$ cat src/rtl/crtc_timing.sv
// ---------------------------------------------------------------------------
// crtc_timing
// Video timing sequencer for the PET clone CRTC. It reads the programmed
// values of R0-R9 and R12/R13 from the register file and steps through the
// frame one character time at a time. On each step it produces the sync
// pulses, display enable, and the video RAM address (MA) and scan-line
// address (RA) consumed by the video fetch/shift logic.
//
// Ports:
//   i_clk          system clock
//   i_reset        asynchronous, active-high reset
//   i_char_en      one-clock strobe per character time; state advances only here
//   i_h_total      R0, the line is R0+1 characters
//   i_h_displayed  R1, displayed characters per line
//   i_h_sync_pos   R2, character index where HSYNC starts
//   i_sync_width   R3, [3:0] HSYNC width (0 = none), [7:4] VSYNC lines (0 = 16)
//   i_v_total      R4, the frame is R4+1 character rows
//   i_v_adjust     R5, extra scan lines after the last row
//   i_v_displayed  R6, displayed character rows
//   i_v_sync_pos   R7, character row where VSYNC starts
//   i_max_scan     R9, each row is R9+1 scan lines
//   i_start_addr   {R12[5:0], R13}, MA at the top of the frame
//   o_h_sync       horizontal sync
//   o_v_sync       vertical sync
//   o_de           display enable
//   o_ma           video memory address
//   o_ra           scan-line address
//   o_frame_start  one-clock pulse on the step that begins a new frame
//
// Every registered output describes the counter position of the previous
// character step, so all of them share one character of latency.
// ---------------------------------------------------------------------------
module crtc_timing (
    input  logic        i_clk,
    input  logic        i_reset,
    input  logic        i_char_en,
    input  logic [7:0]  i_h_total,
    input  logic [7:0]  i_h_displayed,
    input  logic [7:0]  i_h_sync_pos,
    input  logic [7:0]  i_sync_width,
    input  logic [6:0]  i_v_total,
    input  logic [4:0]  i_v_adjust,
    input  logic [6:0]  i_v_displayed,
    input  logic [6:0]  i_v_sync_pos,
    input  logic [4:0]  i_max_scan,
    input  logic [13:0] i_start_addr,
    output logic        o_h_sync,
    output logic        o_v_sync,
    output logic        o_de,
    output logic [13:0] o_ma,
    output logic [4:0]  o_ra,
    output logic        o_frame_start
);

    typedef enum logic {
        ST_ACTIVE,
        ST_ADJUST
    } vstate_t;

    vstate_t     r_state;
    logic [7:0]  r_hc;
    logic [4:0]  r_ra_cnt;
    logic [6:0]  r_vc;
    logic [4:0]  r_adj;
    logic [3:0]  r_hs_cnt;
    logic [4:0]  r_vs_cnt;
    logic [13:0] r_ma_row;
    logic [13:0] r_ma_cnt;

    logic        w_line_end;
    logic        w_ra_last;
    logic        w_last_row;
    logic        w_row_end;
    logic        w_enter_adjust;
    logic        w_frame_start;
    logic        w_hs_start;
    logic        w_hs_now;
    logic [4:0]  w_vs_len;
    logic        w_vs_start;
    logic        w_vs_now;
    logic        w_de_now;
    logic [13:0] w_ma_next_row;

    // Magnitude compares (>=) rather than equality everywhere a counter is
    // checked against a live register, so that lowering a register while the
    // counter is already past it ends the line/row/frame instead of letting
    // the counter run all the way round its range.
    assign w_line_end     = (r_hc >= i_h_total);
    assign w_ra_last      = (r_ra_cnt >= i_max_scan);
    assign w_last_row     = !(r_vc < i_v_total);
    assign w_row_end      = w_line_end && (r_state == ST_ACTIVE) && w_ra_last && !w_last_row;
    assign w_enter_adjust = w_line_end && (r_state == ST_ACTIVE) && w_ra_last && w_last_row
                            && (i_v_adjust != 5'd0);
    assign w_frame_start  = w_line_end &&
                            (((r_state == ST_ACTIVE) && w_ra_last && w_last_row && (i_v_adjust == 5'd0)) ||
                             ((r_state == ST_ADJUST) && (({1'b0, r_adj} + 6'd1) >= {1'b0, i_v_adjust})));

    assign w_ma_next_row  = r_ma_row + {6'd0, i_h_displayed};

    // HSYNC is timed by its own down-counter so a pulse that runs past the end
    // of the line keeps going after hc wraps. A start while the counter is
    // still running is ignored. A start position beyond R0 can only be hit
    // transiently after R0 is lowered, and must not produce a pulse.
    assign w_hs_start = (r_hc == i_h_sync_pos) && (i_h_sync_pos <= i_h_total)
                        && (i_sync_width[3:0] != 4'd0) && (r_hs_cnt == 4'd0);
    assign w_hs_now   = w_hs_start || (r_hs_cnt != 4'd0);

    // VSYNC counts whole lines and survives a frame start. A zero width field
    // means the full 16 lines.
    assign w_vs_len   = (i_sync_width[7:4] == 4'd0) ? 5'd16 : {1'b0, i_sync_width[7:4]};
    assign w_vs_start = (r_state == ST_ACTIVE) && (r_ra_cnt == 5'd0) && (r_hc == 8'd0)
                        && (r_vc == i_v_sync_pos) && (i_v_sync_pos <= i_v_total)
                        && (r_vs_cnt == 5'd0);
    assign w_vs_now   = w_vs_start || (r_vs_cnt != 5'd0);

    assign w_de_now   = (r_hc < i_h_displayed) && (r_state == ST_ACTIVE) && (r_vc < i_v_displayed);

    // Single sequential block: counters, vertical state machine and the
    // registered outputs all advance together on a character step. The
    // frame_start pulse is cleared on every clock so it lasts exactly one
    // clock even when char_en strobes are spaced out.
    always_ff @(posedge i_clk or posedge i_reset) begin
        if (i_reset) begin
            r_state       <= ST_ACTIVE;
            r_hc          <= 8'd0;
            r_ra_cnt      <= 5'd0;
            r_vc          <= 7'd0;
            r_adj         <= 5'd0;
            r_hs_cnt      <= 4'd0;
            r_vs_cnt      <= 5'd0;
            r_ma_row      <= 14'd0;
            r_ma_cnt      <= 14'd0;
            o_h_sync      <= 1'b0;
            o_v_sync      <= 1'b0;
            o_de          <= 1'b0;
            o_ma          <= 14'd0;
            o_ra          <= 5'd0;
            o_frame_start <= 1'b0;
        end else begin
            o_frame_start <= 1'b0;
            if (i_char_en) begin
                o_h_sync      <= w_hs_now;
                o_v_sync      <= w_vs_now;
                o_de          <= w_de_now;
                o_ma          <= r_ma_cnt;
                o_ra          <= (r_state == ST_ACTIVE) ? r_ra_cnt : r_adj;
                o_frame_start <= w_frame_start;

                r_hc <= w_line_end ? 8'd0 : (r_hc + 8'd1);

                if (w_hs_start) begin
                    r_hs_cnt <= i_sync_width[3:0] - 4'd1;
                end else if (r_hs_cnt != 4'd0) begin
                    r_hs_cnt <= r_hs_cnt - 4'd1;
                end

                // A start on a one-character line is also that line's end,
                // so the current line is already used up.
                if (w_vs_start) begin
                    r_vs_cnt <= w_line_end ? (w_vs_len - 5'd1) : w_vs_len;
                end else if (w_line_end && (r_vs_cnt != 5'd0)) begin
                    r_vs_cnt <= r_vs_cnt - 5'd1;
                end

                r_ma_cnt <= r_ma_cnt + 14'd1;

                if (w_line_end) begin
                    if (w_frame_start) begin
                        r_state  <= ST_ACTIVE;
                        r_vc     <= 7'd0;
                        r_ra_cnt <= 5'd0;
                        r_adj    <= 5'd0;
                        r_ma_row <= i_start_addr;
                        r_ma_cnt <= i_start_addr;
                    end else if (r_state == ST_ACTIVE) begin
                        if (!w_ra_last) begin
                            r_ra_cnt <= r_ra_cnt + 5'd1;
                            r_ma_cnt <= r_ma_row;
                        end else if (w_row_end) begin
                            r_ra_cnt <= 5'd0;
                            r_vc     <= r_vc + 7'd1;
                            r_ma_row <= w_ma_next_row;
                            r_ma_cnt <= w_ma_next_row;
                        end else if (w_enter_adjust) begin
                            r_ra_cnt <= 5'd0;
                            r_state  <= ST_ADJUST;
                            r_adj    <= 5'd0;
                            r_ma_cnt <= r_ma_row;
                        end else begin
                            r_ra_cnt <= 5'd0;
                            r_ma_cnt <= r_ma_row;
                        end
                    end else begin
                        r_adj    <= r_adj + 5'd1;
                        r_ma_cnt <= r_ma_row;
                    end
                end
            end
        end
    end

endmodule

$ cat config.mk
export PLATFORM = sky130hd
export DESIGN_NAME = crtc_timing
export DESIGN_NICKNAME = d
export VERILOG_FILES = /design/src/rtl/crtc_timing.sv
export SDC_FILE = /design/constraint.sdc
export NUM_CORES = 1
export LEC_CHECK = 0
export ABC_CLOCK_PERIOD_IN_PS = 2900
export CELL_PAD_IN_SITES_DETAIL_PLACEMENT = 1
export CELL_PAD_IN_SITES_GLOBAL_PLACEMENT = 1
export CORE_AREA = 5 5 136 138
export CTS_BUF_LIST = sky130_fd_sc_hd__clkbuf_8
export CTS_CLUSTER_DIAMETER = 120
export CTS_CLUSTER_SIZE = 24
export DETAILED_ROUTE_END_ITERATION = 10
export DIE_AREA = 0 0 141 143
export GPL_TIMING_DRIVEN = 0
export PLACE_DENSITY_LB_ADDON = 0.1
export SKIP_CTS_REPAIR_TIMING = 1
export SLEW_MARGIN = 10
export SYNTH_ARGS = -nofsm -noshare
export SYNTH_HDL_FRONTEND = slang
export SYNTH_SLANG_ARGS = --single-unit
$ cat constraint.sdc
create_clock -name i_clk -period 2.9 [get_ports i_clk]
set_input_delay 0.58 -clock i_clk [delete_from_list [all_inputs] [get_ports i_clk]]
set_output_delay 0.58 -clock i_clk [all_outputs]
set_load 0.01 [all_outputs]
== Yosys cells after proc, flatten, opt, wreduce, memory -nomap -nowiden ==
Index checks and enable logic that the tools add are counted.

* Logic and storage cells: 117
* Bits in registers: 86

* Reductions and logical operators: 47
* Mux-type cells: 31
* $add $sub $neg: 11
* Bitwise logic cells: 1
* Equality and inequality tests: 4
* $lt $le $gt $ge: 8

{| class="wikitable"
|+ Operators by type and width
! operator !! count
|-
| $mux W14 || 5
|-
| $mux W5 || 13
|-
| $mux W7 || 4
|-
| $logic_and A1 B1 Y1 || 21
|-
| $logic_not A5 Y1 || 3
|-
| $add A14 B1 Y14 const B || 1
|-
| $add A14 B8 Y14 || 1
|-
| $lt A7 B7 Y1 || 2
|-
| $add A5 B1 Y5 const B || 2
|-
| $reduce_and A5 Y1 || 2
|-
| $reduce_bool A5 Y1 || 2
|-
| $sub A5 B1 Y5 const B || 2
|-
| $add A8 B1 Y8 const B || 1
|-
| $eq A8 B8 Y1 || 1
|-
| $ge A8 B8 Y1 || 1
|-
| $le A8 B8 Y1 || 1
|-
| $logic_not A4 Y1 || 2
|-
| $logic_not A8 Y1 || 1
|-
| $lt A8 B8 Y1 || 1
|-
| $mux W4 || 2
|-
| $mux W8 || 1
|-
| $reduce_bool A2 Y1 || 4
|-
| $reduce_bool A4 Y1 || 2
|-
| $sub A4 B1 Y4 const B || 2
|-
| other kinds (15) || 25
|}

== Depth between registers and ports, before layout ==
* Depth in word-level cells: 10
* Depth in mapped cells: 13
* Mapped depth without buffers: 13

== Worst setup path before layout ==
OpenSTA, ideal clock, no wires.

* Path type: in2reg
* Start point: input i_h_sync_pos[7]
* End point: register r_hs_cnt[2]
* Buffers on the path: 0
* Path slack: -0.020 ns
* Cell stages on the path: 10
* Setup time: 0.077 ns
* Data arrival time: 2.843 ns
* Data required time: 2.823 ns
* Path through: xor2_1 > or4_1 > or3_1 > a211oi_2 > a31oi_1 > ha_1 > nand4b_1 > a2111oi_0 > a21oi_1 > o21ai_1

* Word-level cells in the longest chain between the ends: 6
* Elaborated cells on any way between the ends: 8

{| class="wikitable"
|+ Ends and longest elaborated chain
! what !! RTL line !! RTL
|-
| start, declared || 39 || <nowiki>input logic [7:0] i_h_sync_pos,</nowiki>
|-
| $le A8 B8 Y1 / $eq A8 B8 Y1 (equally long branches) || 104 || <nowiki>assign w_hs_start = (r_hc == i_h_sync_pos) && (i_h_sync_pos <= i_h_total)</nowiki>
|-
| $logic_and A1 B1 Y1 (*) || 104 ||
|-
| $logic_and A1 B1 Y1 (*) (2 in series) || 105 || <nowiki>&& (i_sync_width[3:0] != 4'd0) && (r_hs_cnt == 4'd0);</nowiki>
|-
| $reduce_bool A2 Y1 (no line) || - ||
|-
| $reduce_and A2 Y1 (no line) || - ||
|-
| end signal, assigned || 152 || <nowiki>r_hs_cnt <= i_sync_width[3:0] - 4'd1;</nowiki>
|-
| end signal, assigned || 154 || <nowiki>r_hs_cnt <= r_hs_cnt - 4'd1;</nowiki>
|-
| end, declared || 65 || <nowiki>logic [3:0] r_hs_cnt;</nowiki>
|}

Mark *: on every way between the ends. The rest lies on a longest branch, timed or not.
A chain may end at the register's enable or synchronous reset.

== Worst setup path in the final report ==
* Start point: register r_hc[2]
* End point: register r_hs_cnt[2]

* Word-level cells in the longest chain between the ends: 6
* Elaborated cells on any way between the ends: 7

{| class="wikitable"
|+ Ends and longest elaborated chain
! what !! RTL line !! RTL
|-
| start, declared || 61 || <nowiki>logic [7:0] r_hc;</nowiki>
|-
| start signal, assigned || 149 || <nowiki>r_hc <= w_line_end ? 8'd0 : (r_hc + 8'd1);</nowiki>
|-
| $eq A8 B8 Y1 (*) || 104 ||
|-
| $logic_and A1 B1 Y1 (*) || 104 ||
|-
| $logic_and A1 B1 Y1 (*) (2 in series) || 105 ||
|-
| $reduce_bool A2 Y1 (no line) || - ||
|-
| $reduce_and A2 Y1 (no line) || - ||
|}

Marked as above.

==> results.md <==
- Outcome: complete, but fails checks
- Failing checks: negative setup slack
- Total CTS buffers: 9
- Initial antenna violation count: 0
- Simple-Gate Fraction of Synth Area: 17.0%
- Post-synth EDFFs: 0
- Area grow syn2layout: 31.6%
- Htree depth: 3
- Synth Area in Adders: 13.8%
- DRC viols: 0
- Avg WL per Cell: 20.7 um
- Die area: 20200 sq um
- Vias per cell: 5.76
- Most frequent cells in the layout: clkdlybuf4s50_1, dfrtp_1, ha_1
- Post-synthesis mux area share: 5.52%
- CTS tree: done
- Worst-path cell chain: buf_6 -> xor2_1 -> or4_1 -> or3_4 -> a211oi_4 -> a31oi_1 -> ha_2 -> nand4b_1 -> a2111oi_4 -> a21oi_1 -> o21ai_1
- Largest net degree at the start of global routing: 48
- Yosys cell types: 66
- Syn_area_per_cell: 8.96 sq um
- Post-synth top area cell: dfrtp_1
- Initial drt markers: 346
- CP arrival: 3.28 ns
- IO Pins: 103
- Clk slew on worst S/H paths: 0.10 ns
- Startpoint types: register
- Main flop type after synthesis: dfrtp_1
- Die Height: 143 um
- CTS Buffer Depth: 2
- Skew final: 0.0162 ns
- Slowest cell on crit path: or4_1
- XOR/XNOR Fraction of Synth Area: 5.46%
- Register area: 2160 sq um
- Max-slew violations: 0
- Crit Path Category: register to register
- PortBufs: 102
- Die Span X: 141 um
- CP Capture Type: register
- Max_slew headroom: 53.8%
- Register area share after synthesis: 32.7%
- Synthesized area: 6580 sq um
- Largest cells by area after synthesis: dfrtp_1, ha_1, a21oi_1, inv_1, xnor2_1
- Initial Util: 38.6%
- Final Core Density: 50.8%
- FILL cells: 1995
- Fin nets: 1026
- Tightest Pin Transition: 0.687 ns
- GR Overflow Total: 0
- Min Hold Slack: 0.516 ns
- GRT Util Overall: 22.2%
- Vias in the first global route: 6761
- Register bit total from synthesis: 86
- Top delay family on crit path: simple AND/OR/NAND/NOR gates
- First-pass GRT wire length: 35700 um
- Busiest layer in global routing: met2
- Core area: 17100 sq um
- Worst Hold Class: register to register
- Fraction of layout cells with a size suffix above 1: 14.6%
- Final setup fails: 1
- Rows: 48
- Crit path largest cell delay: 0.49 ns
- Final GP Congestion: 0.877
- Setup WS post-layout: -0.0774 ns
- Final min period: 2.98 ns
- Post-DP HPWL: 17500 um
- M1 GR Usage: 28.4%
- Synth Area in Compound Gates: 20.3%
- Vias: 6356
- Achievable Freq: 336 MHz
- Top cell type's share of synthesized area: 32.7%
- Mapped Cells: 734
- Pwr Total: 5.25 mW
- Sink Count: 86
- Final critical-path share of the clock period: 103%
- WP buf/inv: 1
- Static leakage: 3.78 nW
- RSZ-0062 raised after global routing: true
- Commonest non-fill, non-tap cell in the layout: clkdlybuf4s50_1
- Max-cap check violation count: 0
- Ant diodes: 0
- Syn_nets: 886
- Met3 GRT Util: 3.68%
- Yosys warns: 0
- Clock Root Buffer: clkbuf_8
- Pwr dens: 606 nW/um^2
- ANT nets after route: 0
- Multi-input combinational cell area: 4340 sq um
- Main combinational cell family by area after synthesis: compound AO/OA/AOI/OAI gates
- Met2 Use GR: 38.7%
- Routed wire length: 22800 um
- Peak VDD IR: 0.000241 V
- Fin. Hold Viols: 0
- Worst-Skew Late Latency: 0.39 ns
- Crit-path max FO: 4
- CP Data Required Time: 3.21 ns
- Ys async rst share: 100%
- Drt pass-1 iters: 4
-- stage by stage --
stage / area, sq um / setup WS, ns / setup TNS [ns] / cells
after floorplan: 6590 / 0.0144 / 0 / 734
after global placement: 7890 / -1.51 / -168.57 / 1061
after detailed placement: 7920 / -1.00 / -43.67 / 1062
after CTS: 8110 / -0.575 / -19.38 / 1078
after global routing: 8660 / -0.224 / -0.659 / 1104
final: 8660 / -0.0774 / -0.0774 / 1104
-- cell type report --
cell class	count	share of cell area, %
Clock buffer	11	1.75
Multi-Input combinational cell	561	50.1
Inverter	62	2.72
Clock inverter	5	0.462
Buffer	24	1.79
Sequential cell	86	24.9
Tap cell	225	3.25
Timing Repair Buffer	130	15.0
-- path summary, 6_finish.rpt --
path	from	endpoint	slack (ns)	cells after the start
worst max-delay path	r_hc[2]	r_hs_cnt[2]	-0.08	11
worst min register to register	o_ma[10]	o_ma[10]	0.52	1
worst max register to register	r_hc[2]	r_hs_cnt[2]	-0.08	11
worst min-delay path	o_ma[10]	o_ma[10]	0.52	1
min in group asynchronous	i_reset	r_vs_cnt[4]	0.59	2
max in group asynchronous	i_reset	r_ma_row[12]	1.68	3
-- registers in the layout (all words and copies together), names as in the netlist, 5 cells and up --
name and count:
r_vs_cnt 5, r_vc 7, o_ra 5, r_ra_cnt 5, r_ma_cnt 14, o_ma 14
r_hc 8, r_adj 5, r_ma_row 14
-- logic make-up after synthesis --
| group | Yosys count |
|---|---|
| and+or+nand+nor | 218 |
| AOI/OAI and AO/OA | 196 |
| buffers and inverters | 87 |
| DFF | 86 |
| adders and majority gates | 72 |
| xor gates and xnor gates | 41 |
| muxes | 34 |
-- synthesized netlist by cell type, drive strengths merged, types with 3 or more instances --
| library cell | instances |
|---|---|
| nor3b | 5 |
| nand3 | 26 |
| or3 | 9 |
| nor2b | 5 |
| o31ai | 7 |
| a22oi | 3 |
| ha | 71 |
| a211oi | 5 |
| and4 | 4 |
| xnor2 | 24 |
| nor2 | 47 |
| a31oi | 12 |
| buf | 11 |
| a22o | 6 |
| mux2i | 16 |
| o21a | 11 |
| o21ai | 40 |
| inv | 62 |
| nand4 | 17 |
| a2111oi | 6 |
| a2bb2oi | 5 |
| o211ai | 6 |
| clkbuf | 14 |
| nand2 | 45 |
| dfrtp | 86 |
| nor4 | 13 |
| a21oi | 48 |
| o2bb2ai | 5 |
| a21o | 12 |
| nand2b | 11 |
| o22ai | 8 |
| xor2 | 17 |
| a211o | 4 |
| and3 | 11 |
| mux2 | 18 |
| nor3 | 16 |
-- worst reg2reg max path: stages (launching register included) --
cell,delay (ns)
dfrtp_1,0.43
buf_6,0.14
xor2_1,0.16
or4_1,0.49
or3_4,0.36
a211oi_4,0.29
a31oi_1,0.13
ha_2,0.23
nand4b_1,0.22
a2111oi_4,0.31
a21oi_1,0.07
o21ai_1,0.08
-- metal layers --
layer | routed length [um] | up-vias
met5 | 0 | -
met4 | 400 | 0
met3 | 1100 | 36
met2 | 11500 | 180
met1 | 9870 | 3167
li1 | - | 2973
-- where the power goes --
group	internal [mW]	leakage (nW)	total [mW]	switching, mW
combinational	1.20	2.66	2.42	1.22
sequential	1.54	1.04	1.95	0.404
clock	0.365	0.0886	0.883	0.518
total	3.10	3.78	5.25	2.14
Power figures use the tool's default switching activity.
